[config.mk]
export PLATFORM = sky130hd
export DESIGN_NAME = sequencer_for_pix_v1_sw_28_10_19
export DESIGN_NICKNAME = d
export VERILOG_FILES = /design/src/rtl/seq_pix_pkg.sv /design/src/rtl/seq_rise_detect.sv /design/src/rtl/sequencer_for_pix_v1_sw_28_10_19.sv
export SDC_FILE = /design/constraint.sdc
export NUM_CORES = 1
export LEC_CHECK = 0
export CAP_MARGIN = 0
export CORE_UTILIZATION = 55
export CTS_CLUSTER_DIAMETER = 30
export DETAILED_ROUTE_END_ITERATION = 6
export PLACE_DENSITY = 0.92
export SYNTH_ARGS = -nofsm -noshare
export SYNTH_HDL_FRONTEND = slang
export SYNTH_HIERARCHICAL = 1
export SYNTH_SLANG_ARGS = --single-unit
[constraint.sdc]
create_clock -name clk -period 5.69 [get_ports clk]
set_clock_uncertainty 0.15 [all_clocks]
set_input_delay 0.569 -clock clk [delete_from_list [all_inputs] [get_ports clk]]
set_output_delay 0.569 -clock clk [all_outputs]
set_load 0.02 [all_outputs]
[src/rtl/seq_pix_pkg.sv]
// Shared definitions for the PIX_V1_SW_28_10_19 timing sequencer.
//   - seq_state_t : sequencer state encoding (IDLE, MEASURE, FINISH)
//   - TIME_WIDTH_DEF / SEL_WIDTH_DEF : default widths
//   - RESET_N_RST / AOUT_RESET_RST : idle (reset) levels of the two pixel resets
package seq_pix_pkg;

  localparam int TIME_WIDTH_DEF = 10;
  localparam int SEL_WIDTH_DEF  = 4;

  // _RESET is active-low, AOUT_RESET active-high: both asserted while idle.
  localparam logic RESET_N_RST    = 1'b0;
  localparam logic AOUT_RESET_RST = 1'b1;

  typedef enum logic [1:0] {
    ST_IDLE    = 2'd0,
    ST_MEASURE = 2'd1,
    ST_FINISH  = 2'd2
  } seq_state_t;

endpackage

[src/rtl/seq_rise_detect.sv]
// Registered rising-edge detector.
// Ports:
//   clk   in  system clock
//   reset in  asynchronous active-low reset
//   din   in  level to watch
//   rise  out 1 when din is high and was low on the previous clock
module seq_rise_detect (
  input  logic clk,
  input  logic reset,
  input  logic din,
  output logic rise
);

  logic din_d;

  always_ff @(posedge clk or negedge reset) begin
    if (!reset) din_d <= 1'b0;
    else        din_d <= din;
  end

  assign rise = din & ~din_d;

endmodule

[src/rtl/sequencer_for_pix_v1_sw_28_10_19.sv]
// One-shot timing sequencer for the PIX_V1_SW_28_10_19 pixel test structure.
// A rising edge on run_sequencer (accepted only when idle) latches the static
// configuration and starts a measurement run of max(measure_time,1) cycles,
// releasing _RESET and AOUT_RESET at their programmed offsets, followed by a
// single FINISH cycle.
//
// Optional feature: define SEQUENCER_RUN_COUNT_EN to add run_count[15:0],
// a wrapping count of completed runs.
//
// Ports:
//   clk, reset (async active-low)
//   run_sequencer                  start request (rising edge)
//   RESET_release_time, AOUT_RESET_release_time, measure_time : cycle offsets
//   SEL_input, BLOCK_RESET_input, BLOCK_HOLD_input, POLARITY_input : config
//   ready_flag, measure_flag       status
//   SEL, ENA, BLOCK_RESET, _RESET, AOUT_RESET, BLOCK_HOLD, POLARITY : pins
//
// state   | meaning
// IDLE    | ready for a start, pins in reset levels
// MEASURE | run in progress, counter t = cycle index within the run
// FINISH  | one-cycle wrap-up, pins back to reset levels
module sequencer_for_pix_v1_sw_28_10_19
  import seq_pix_pkg::*;
#(
  parameter int TIME_WIDTH = TIME_WIDTH_DEF,
  parameter int SEL_WIDTH  = SEL_WIDTH_DEF
) (
  input  logic                  clk,
  input  logic                  reset,
  input  logic                  run_sequencer,
  input  logic [TIME_WIDTH-1:0] RESET_release_time,
  input  logic [TIME_WIDTH-1:0] AOUT_RESET_release_time,
  input  logic [TIME_WIDTH-1:0] measure_time,
  input  logic [SEL_WIDTH-1:0]  SEL_input,
  input  logic                  BLOCK_RESET_input,
  input  logic                  BLOCK_HOLD_input,
  input  logic                  POLARITY_input,
  output logic                  ready_flag,
  output logic                  measure_flag,
  output logic [SEL_WIDTH-1:0]  SEL,
  output logic                  ENA,
  output logic                  BLOCK_RESET,
  output logic                  _RESET,
  output logic                  AOUT_RESET,
  output logic                  BLOCK_HOLD,
`ifdef SEQUENCER_RUN_COUNT_EN
  output logic                  POLARITY,
  output logic [15:0]           run_count
`else
  output logic                  POLARITY
`endif
);

  localparam logic [TIME_WIDTH-1:0] T_ONE = TIME_WIDTH'(1);

  seq_state_t            state;
  logic [TIME_WIDTH-1:0] t;
  logic [TIME_WIDTH-1:0] last_t;
  logic [TIME_WIDTH-1:0] next_t;
  logic                  rise;

  seq_rise_detect u_rise (
    .clk   (clk),
    .reset (reset),
    .din   (run_sequencer),
    .rise  (rise)
  );

  // measure_time = 0 behaves as a 1-cycle run.
  assign last_t = (measure_time == '0) ? '0 : measure_time - T_ONE;
  assign next_t = t + T_ONE;

  // Pin levels are computed one cycle ahead (for next_t) so the registered
  // outputs line up with the counter value of the cycle they appear in.
  always_ff @(posedge clk or negedge reset) begin
    if (!reset) begin
      state        <= ST_IDLE;
      t            <= '0;
      ready_flag   <= 1'b1;
      measure_flag <= 1'b0;
      ENA          <= 1'b0;
      _RESET       <= RESET_N_RST;
      AOUT_RESET   <= AOUT_RESET_RST;
      SEL          <= '0;
      BLOCK_RESET  <= 1'b0;
      BLOCK_HOLD   <= 1'b0;
      POLARITY     <= 1'b0;
    end else begin
      case (state)
        ST_IDLE: begin
          ready_flag <= 1'b1;
          if (rise) begin
            state        <= ST_MEASURE;
            t            <= '0;
            SEL          <= SEL_input;
            BLOCK_RESET  <= BLOCK_RESET_input;
            BLOCK_HOLD   <= BLOCK_HOLD_input;
            POLARITY     <= POLARITY_input;
            ready_flag   <= 1'b0;
            ENA          <= 1'b1;
            measure_flag <= 1'b1;
            _RESET       <= (RESET_release_time == '0);
            AOUT_RESET   <= (AOUT_RESET_release_time != '0);
          end
        end
        ST_MEASURE: begin
          if (t == last_t) begin
            state        <= ST_FINISH;
            ENA          <= 1'b0;
            measure_flag <= 1'b0;
            _RESET       <= RESET_N_RST;
            AOUT_RESET   <= AOUT_RESET_RST;
          end else begin
            t          <= next_t;
            _RESET     <= (next_t >= RESET_release_time);
            AOUT_RESET <= (next_t < AOUT_RESET_release_time);
          end
        end
        ST_FINISH: begin
          state      <= ST_IDLE;
          ready_flag <= 1'b1;
        end
        default: begin
          state      <= ST_IDLE;
          ready_flag <= 1'b1;
        end
      endcase
    end
  end

`ifdef SEQUENCER_RUN_COUNT_EN
  always_ff @(posedge clk or negedge reset) begin
    if (!reset)                  run_count <= '0;
    else if (state == ST_FINISH) run_count <= run_count + 16'd1;
  end
`endif

endmodule

# Yosys cells after proc, flatten, opt, wreduce, memory -nomap -nowiden
# Cells that the tools add are included.
# word_totals
out_inout_bits	12
in_bits	40
ff_bits	24
# op_classes
magnitude_cmp	2
n_bitwise	2
n_addsub	2
mux	18
n_reduce_logical	10
eq_ne	5
# op_table
cell	count
10-bit 2-to-1 mux	3
10-bit zero test	2
10-bit one-hot mux with 2 select lines	1
10-bit by 1-bit adder with 10-bit output, second input constant	1
10-bit == test	1
10-bit >= comparator	1
10-bit < comparator	1
10-bit nonzero test	1
10-bit by 1-bit subtractor with 10-bit output, second input constant	1
1-bit one-hot mux with 2 select lines	4
1-bit 2-to-1 mux	7
2-bit inequality test, second input constant	3
2-bit AND reduction	3
3-bit AND reduction	2
2-bit 2-to-1 mux	2
2-bit one-hot mux with 2 select lines	1
2-bit by 1-bit == test with 1-bit output, second input constant	1
2-bit zero test	1
2-bit nonzero test	1
1-bit AND	1
1-bit inverter	1

# Logic depth before layout (Yosys ltp)
# Gate-level depths: netlist of the first run.
# logic_depth
word_depth	5
mapped_depth	11
mapped_depth_nobuf	10

# Hierarchy
# The synthesis of the first run kept the hierarchy.
# by_module_without_submodules
module	seq_area_each_um2	instances	cells_each	area_each_um2
sequencer_for_pix_v1_sw_28_10_19	578.1	1	275	2224.6
seq_rise_detect	25.0	1	2	38.8

# Worst setup path after synthesis of the first run
# OpenSTA, ideal clock, no wires.
# synth_timing
path_kind	in2reg
from	input port measure_time[0]
to	register t[5]
stages	9
n_path_buf	1
t_required_ps	5414
arrival_ps	2793
setup_ps	126
setup_slack_ps	2621
cell_sequence	inv_1 > ha_1 > or4b_4 > or4_1 > a2111oi_2 > o2111ai_1 > nor2b_1 > buf_6 > a221o_1
# synth_via
elab_chain_len	5
word_cells_on_any_way	6
classes_between	add/sub: 1; eq/ne: 2; mux: 1; reduce/logical: 2
# synth_rtl
item	line_no	text
start, declared	sequencer_for_pix_v1_sw_28_10_19.sv:33	input logic [TIME_WIDTH-1:0] measure_time,
10-bit by 1-bit subtractor with 10-bit output or 10-bit zero test (tied branches)	sequencer_for_pix_v1_sw_28_10_19.sv:70	assign last_t = (measure_time == '0) ? '0 : measure_time - T_ONE;
10-bit 2-to-1 mux (*)	sequencer_for_pix_v1_sw_28_10_19.sv:70	
10-bit == test (*)	sequencer_for_pix_v1_sw_28_10_19.sv:107	if (t == last_t) begin
2-bit inequality test (no line) (*)	n/a	
3-bit AND reduction (no line) (*)	n/a	
end signal, assigned	sequencer_for_pix_v1_sw_28_10_19.sv:114	t <= next_t;
end, declared	sequencer_for_pix_v1_sw_28_10_19.sv:57	logic [TIME_WIDTH-1:0] t;
# Mark *: on every way between the ends. The rest lies on a longest branch, timed or not.
# A chain may end at the register's enable or synchronous reset.

# Worst setup path after layout of the first run
# layout_timing
from	input port measure_time[0]
to	register t[2]
# The elaborated chain is that of the path after synthesis.

==> results of run 1 <==
-- stage by stage --
step / instances / area [um2] / util (%)
final: 364 / 2830 / 74.5
after detailed placement: 360 / 2760 / 72.7
after floorplan: 277 / 2260 / -
after global placement: 360 / 2760 / 72.7
after global routing: 364 / 2830 / 74.5
after CTS: 364 / 2830 / 74.5
-- power by group --
group | internal (uW) | leakage (uW) | switching, uW | total [uW]
clock network | 94.1 | 0.0000357 | 53.9 | 148
registers | 228 | 0.000299 | 103 | 330
logic | 255 | 0.000950 | 276 | 530
total | 576 | 0.00128 | 432 | 1010
-- worst paths after layout --
| kind | startpoint | end | slack (ns) | cells past startpoint |
|---|---|---|---|---|
| max in group asynchronous | reset | t[8] | 4.04 | 1 |
| hold reg to reg | SEL[3] | SEL[3] | 0.36 | 1 |
| hold / removal | SEL[3] | SEL[3] | 0.36 | 1 |
| setup / recovery | measure_time[0] | t[2] | 1.60 | 10 |
| min in group asynchronous | reset | u_rise/din_d | 0.71 | 1 |
| setup reg to reg | t[0] | _RESET | 2.49 | 10 |
-- worst reg2reg max path: stages, from the launching register on --
cell and delay, ns:
dfrtp_1 0.56, and3_1 0.24, and3_1 0.21, and3_1 0.22
xor2_1 0.34, ha_1 0.31, a21o_1 0.18, a21o_1 0.18
a221o_1 0.35, a31oi_1 0.21, o21ai_0 0.12
-- synthesized netlist by cell type, types with 5 or more instances --
cell type	n
nor4_1	8
o21ai_0	19
nand4_1	5
nor2_1	20
xnor2_1	8
dfrtp_1	22
inv_1	26
a21o_1	6
xor2_1	6
ha_1	21
clkbuf_1	12
nand3b_1	10
nand2_1	17
nor2b_1	6
mux2_2	7
nor3_1	6
nand3_1	8
a21oi_1	15
nand2b_1	5
-- area by class of cell --
type,count,area [um2]
sequential,24,603
clock inverter,1,30.0
fill,288,967
inverter,26,97.6
multi-input combinational,211,1490
clock buffer,3,41.3
timing repair buffer,51,510
tap,48,60.1
-- metal layers --
layer	share of wire (%)	global-route usage, %
met1	41	37.7
met2	48	48.2
met3	5.9	3.79
met4	5.1	18.9
met5	0	0
-- layout by cell type, fill, tap and decap left out, types with 10 or more instances in the layout --
cell type,Yosys,final
o21ai_0,19,19
ha_1,21,21
dfrtp_1,22,22
clkdlybuf4s50_1,0,51
nand3b_1,10,10
inv_1,26,26
a21oi_1,15,15
nand2_1,17,17
nor2_1,20,20
-- logic make-up (layout without fill, tap and decap cells) --
| group | count (synthesis) | after routing | share of synthesized area, % |
|---|---|---|---|
| adders and majority gates | 21 | 21 | 11.6 |
| muxes | 10 | 10 | 4.81 |
| and+or+nand+nor | 103 | 103 | 25.8 |
| buffers and inverters | 42 | 81 | 7.57 |
| DFF | 24 | 24 | 26.6 |
| xor gates and xnor gates | 14 | 14 | 5.42 |
| AOI/OAI and AO/OA | 63 | 63 | 18.1 |
==> run_results.csv, run 1 <==
group,metric,value,unit
timing,maxSlewHeadroom,29.6,%
clock_network,cts_sinks,24,
global_routing,antenna_found_initial,0,
synthesis,ys_seq_area_share,26.6,%
final_layout,diodes,0,
pwr,power,1010,uW
synthesis,synth_area,2260,um2
final_layout,final_net_count,378,
critical_path,cp_slowest_cell,"o2111ai_1",
critical_path,crit_buf_inv,2,
timing,finalSetupViolations,0,
clock_network,cts_root_buf,"clkbuf_8",
synthesis,synth_top_area_cell,"dfrtp_1",
timing,hold_violations,0,
die,die_w,66.2,um
timing,finalCritPeriodShare,71.9,%
synthesis,syn_avg_cell_area,8.17,um2
place,globalplace.congestion,0.929,
synthesis,synth_top_flop_cell,"dfrtp_1",
synthesis,synth-edff-count,0,
global_routing,grt_pass1_wl,9920,um
timing,drv_slew,0,
route,firstDrtPassIters,4,
global_routing,grt_start_max_net_pins,25,
clock_network,cts_hold_buf,0,
clock_network,post_cts_buffers,0,
die,core_area,3800,um2
timing,setup_slack,1.60,ns
timing,fin_crit,4.09,ns
global_routing,grt_pass1_vias,2192,
flow_run,maxCapViolCount,0,
die,ioPinCount,52,
clock_network,cts_max_level,1,
final_layout,largestRegisters,"t x10, SEL x4, state x2",
place,io_buffers,51,
timing,worst-slew-pin-transition,1.05,ns
route,vias_per_cell,6.31,
die,design.die.area,4380,um2
global_routing,overflow,0,
place,dp_hpwl,4520,um
synthesis,ys_top_cells_by_area,"dfrtp_1 (24%), ha_1 (12%), inv_1 (4.3%), o21ai_0 (4.2%), mux2_2 (3.5%)",
critical_path,worstPathRequired,5.67,ns
global_routing,grt_use_total,29.9,%
pwr,ir_drop,212,uV
synthesis,synth_cell_types,52,
critical_path,cp.arrival,4.07,ns
critical_path,cpLargestDelayFamily,"simple AND/OR/NAND/NOR gates",
route,drt-initial-drc-count,216,
place,place_ws,1.37,ns
route,ant_nets,0,
die,initial_core_util,59.6,%
critical_path,critical_path_class,"in -> reg",
critical_path,crit_path_frequent_cell,"o21ai_0",
route,dr_total_vias,2297,
timing,setup-tns-final,0,ns
final_layout,drive_gt1_share,5.38,%
pwr,p_per_area,356,nW/um2
clock_network,cts_buffers,3,
critical_path,cp_cell_sequence,"clkdlybuf4s50_1 > inv_1 > ha_1 > or4b_4 > or4_1 > o21ai_0 > o32ai_1 > o2111ai_1 > nor2b_1 > o21ai_0",
synthesis,synthArstFlopShare,100,%
timing,max_freq,244,MHz
pwr,power_leakage,0.00128,uW
critical_path,path_max_fanout,11,
route,drc,0,
timing,whs,0.362,ns
route,routed_wl,5970,um
die,rows,22,
final_layout,area_growth,25.1,%
clock_network,cts_tree,"yes",
clock_network,cts_buffer_depth,2,
critical_path,startpoint_type,"input pin",
final_layout,largest-register,"t",
synthesis,synth.net_count,338,
clock_network,clk_pin_slew,0.08,ns
timing,rsz0062_at_grt,"false",
synthesis,yosys_warnings,6,
outcome,outcome,"finished clean",
synthesis,yosys.area.top_type_share,24.3,%
synthesis,synth_cells,277,
clock_network,worstSkewPairLatency,0.27,ns
final_layout,largest_reg_flops,10,
clock_network,cts_resized,0,
critical_path,max_stage_delay,0.68,ns
route,post_drt_wl_per_cell,16.4,um
hold_path,hp-class,"reg -> reg",
critical_path,end_kind,"register",
synthesis,synth_seq_cells,24,
die,die_y,66.2,um
Power figures use the tool's default switching activity.
==> run 2: changes to the inputs <==
CORE_UTILIZATION = 51   (was 55)
PLACE_DENSITY = 0.86   (was 0.92)
clock period = 3.8 ns   (was 5.69 ns; I/O delays follow)
==> run 2 against run 1 <==
  * Wire length down 3.6%
  * Sequential share of layout area fell by 0.35 points
  * Non-clock buffer count is 6 higher
  * Clock power increased by 50%
  * Total power is 48% higher
  * Via count decreased by 2.6%
  * Final cell count increased by 2.2%
  * Largest cell class unchanged
  * Setup slack lost 1.2 ns
  * Register-to-register slack got worse by 1.8 ns
  * Worst hold slack worse by 0.0029 ns
  * Combinational power is 49% higher
  * Die area up 7.6%
==> run_results.csv, run 2 (synthesized netlist as in run 1, its figures left out) <==
group,metric,value,unit
critical_path,worst-r2r-cell-count,10,
outcome,outcome,"finished clean",
flow_run,maxCapViolCount,0,
die,design.die.area,4710,um2
critical_path,end_kind,"register",
pwr,power_leakage,0.00131,uW
clock_network,worstSkewPairLatency,0.26,ns
hold_path,hp-class,"reg -> reg",
clock_network,cts_resized,0,
clock_network,cts_tree,"yes",
route,post_drt_wl_per_cell,15.5,um
final_layout,largest_reg_flops,10,
critical_path,worstPathRequired,3.78,ns
critical_path,rr_endpoint,"_RESET",
critical_path,cp_slowest_cell,"or4b_4",
final_layout,largestRegisters,"t x10, SEL x4, state x2",
route,vias_per_cell,6.02,
clock_network,cts_root_buf,"clkbuf_8",
route,firstDrtPassIters,4,
die,die_w,68.6,um
critical_path,critical_path_class,"in -> reg",
die,ioPinCount,52,
route,routed_wl,5760,um
hold_path,hp-start,"POLARITY",
pwr,ir_drop,379,uV
clock_network,cts_buffer_depth,2,
die,rows,23,
global_routing,grt_start_max_net_pins,25,
clock_network,post_cts_buffers,0,
critical_path,reg2reg_from,"t[0]",
critical_path,endpoint,"t[7]",
final_layout,final_net_count,384,
final_layout,final_cell_mix,"clkdlybuf4s50_1 (51), inv_1 (26), dfrtp_1 (22), ha_1 (21), nor2_1 (20)",
critical_path,crit_path_frequent_cell,"o21ai_0",
final_layout,diodes,0,
critical_path,cp.arrival,3.35,ns
global_routing,overflow,0,
place,dp_hpwl,4530,um
timing,drv_slew,0,
timing,setup_slack,0.431,ns
critical_path,startpoint_type,"input pin",
timing,setup-tns-final,0,ns
clock_network,cts_sinks,24,
global_routing,grt_pass1_vias,2131,
critical_path,cp_cell_sequence,"clkdlybuf4s50_1 > inv_1 > ha_1 > or4b_4 > or4_1 > o21ai_0 > o32ai_1 > o2111ai_1 > nor2b_1 > o21ai_0",
die,core_area,4140,um2
route,drt-initial-drc-count,245,
timing,whs,0.359,ns
timing,worst-slew-pin-transition,1.07,ns
die,die_y,68.6,um
timing,fin_crit,3.37,ns
critical_path,max_stage_delay,0.53,ns
timing,finalSetupViolations,0,
timing,maxSlewHeadroom,28.3,%
timing,rsz0062_at_grt,"false",
clock_network,clk_pin_slew,0.08,ns
clock_network,cts_buffers,3,
place,place_ws,0.180,ns
final_layout,drive_gt1_share,7.14,%
place,io_buffers,51,
clock_network,cts_hold_buf,0,
global_routing,grt_pass1_wl,9690,um
place,globalplace.congestion,0.957,
clock_network,cts_max_level,1,
critical_path,critPathLaunch,"measure_time[1]",
pwr,p_per_area,520,nW/um2
final_layout,layout_commonest_cell,"clkdlybuf4s50_1",
route,drc,0,
critical_path,reg2reg_slack,0.66,ns
timing,max_freq,297,MHz
route,dr_total_vias,2238,
final_layout,largest-register,"t",
timing,finalCritPeriodShare,88.6,%
timing,hold_violations,0,
die,initial_core_util,54.6,%
global_routing,antenna_found_initial,0,
global_routing,grt_use_total,27.2,%
critical_path,path_max_fanout,9,
route,ant_nets,0,
final_layout,area_growth,27.2,%
-- run 2: cell types whose count changed in the layout (fill, tap and decap cells not counted) --
| cell | delta |
|---|---|
| buf_4 | +6 |
-- run 2: where the power goes --
part | internal, uW | leakage, uW | switching, uW | total, uW
Clock | 141 | 0.0000357 | 81.6 | 222
Sequential | 341 | 0.000299 | 143 | 484
Combinational | 387 | 0.000979 | 403 | 790
Total | 869 | 0.00131 | 628 | 1500
-- run 2: metrics by stage --
step / power, uW / instances / utilization [%] / cell area, um2
6_report: 1500 / 372 / 69.5 / 2880
5_1_grt: 1630 / 372 / 69.5 / 2880
4_1_cts: 1500 / 372 / 69.5 / 2880
3_5_place_dp: 1270 / 368 / 67.8 / 2810
3_3_place_gp: 1230 / 368 / 67.8 / 2810
2_1_floorplan: 1000 / 277 / - / 2260
-- run 2: final cells by class --
type	count	area, um2
clock inverter	1	30.0
inverter	26	97.6
sequential	24	603
clock buffer	3	41.3
tap	50	62.6
multi-input combinational	211	1490
timing repair buffer	57	556
fill	353	1260
-- run 2: how the worst min path moves through the flow --
stage,depth (start not counted),slack (ns),to
global route,1,0.39,SEL[1]
CTS,1,0.36,POLARITY
finish,1,0.36,POLARITY
detailed placement,1,0.34,POLARITY
floorplan,0,-0.07,BLOCK_HOLD
global placement,1,0.34,SEL[3]
-- run 2: per-layer routing --
layer	track usage, %	vias to the layer above	wire (um)
met2	46.7	76	2850
met3	1.97	4	361
li1	-	1094	-
met4	7.29	0	39
met5	0	-	0
met1	36.8	1064	2510
-- run 2: critical path: cells and delay by family --
| family | cells | cell delay, ns |
|---|---|---|
| compound gates | 4 | 0.75 |
| buf+inv | 2 | 0.55 |
| fa+ha+maj | 1 | 0.23 |
| simple gates | 3 | 1.43 |
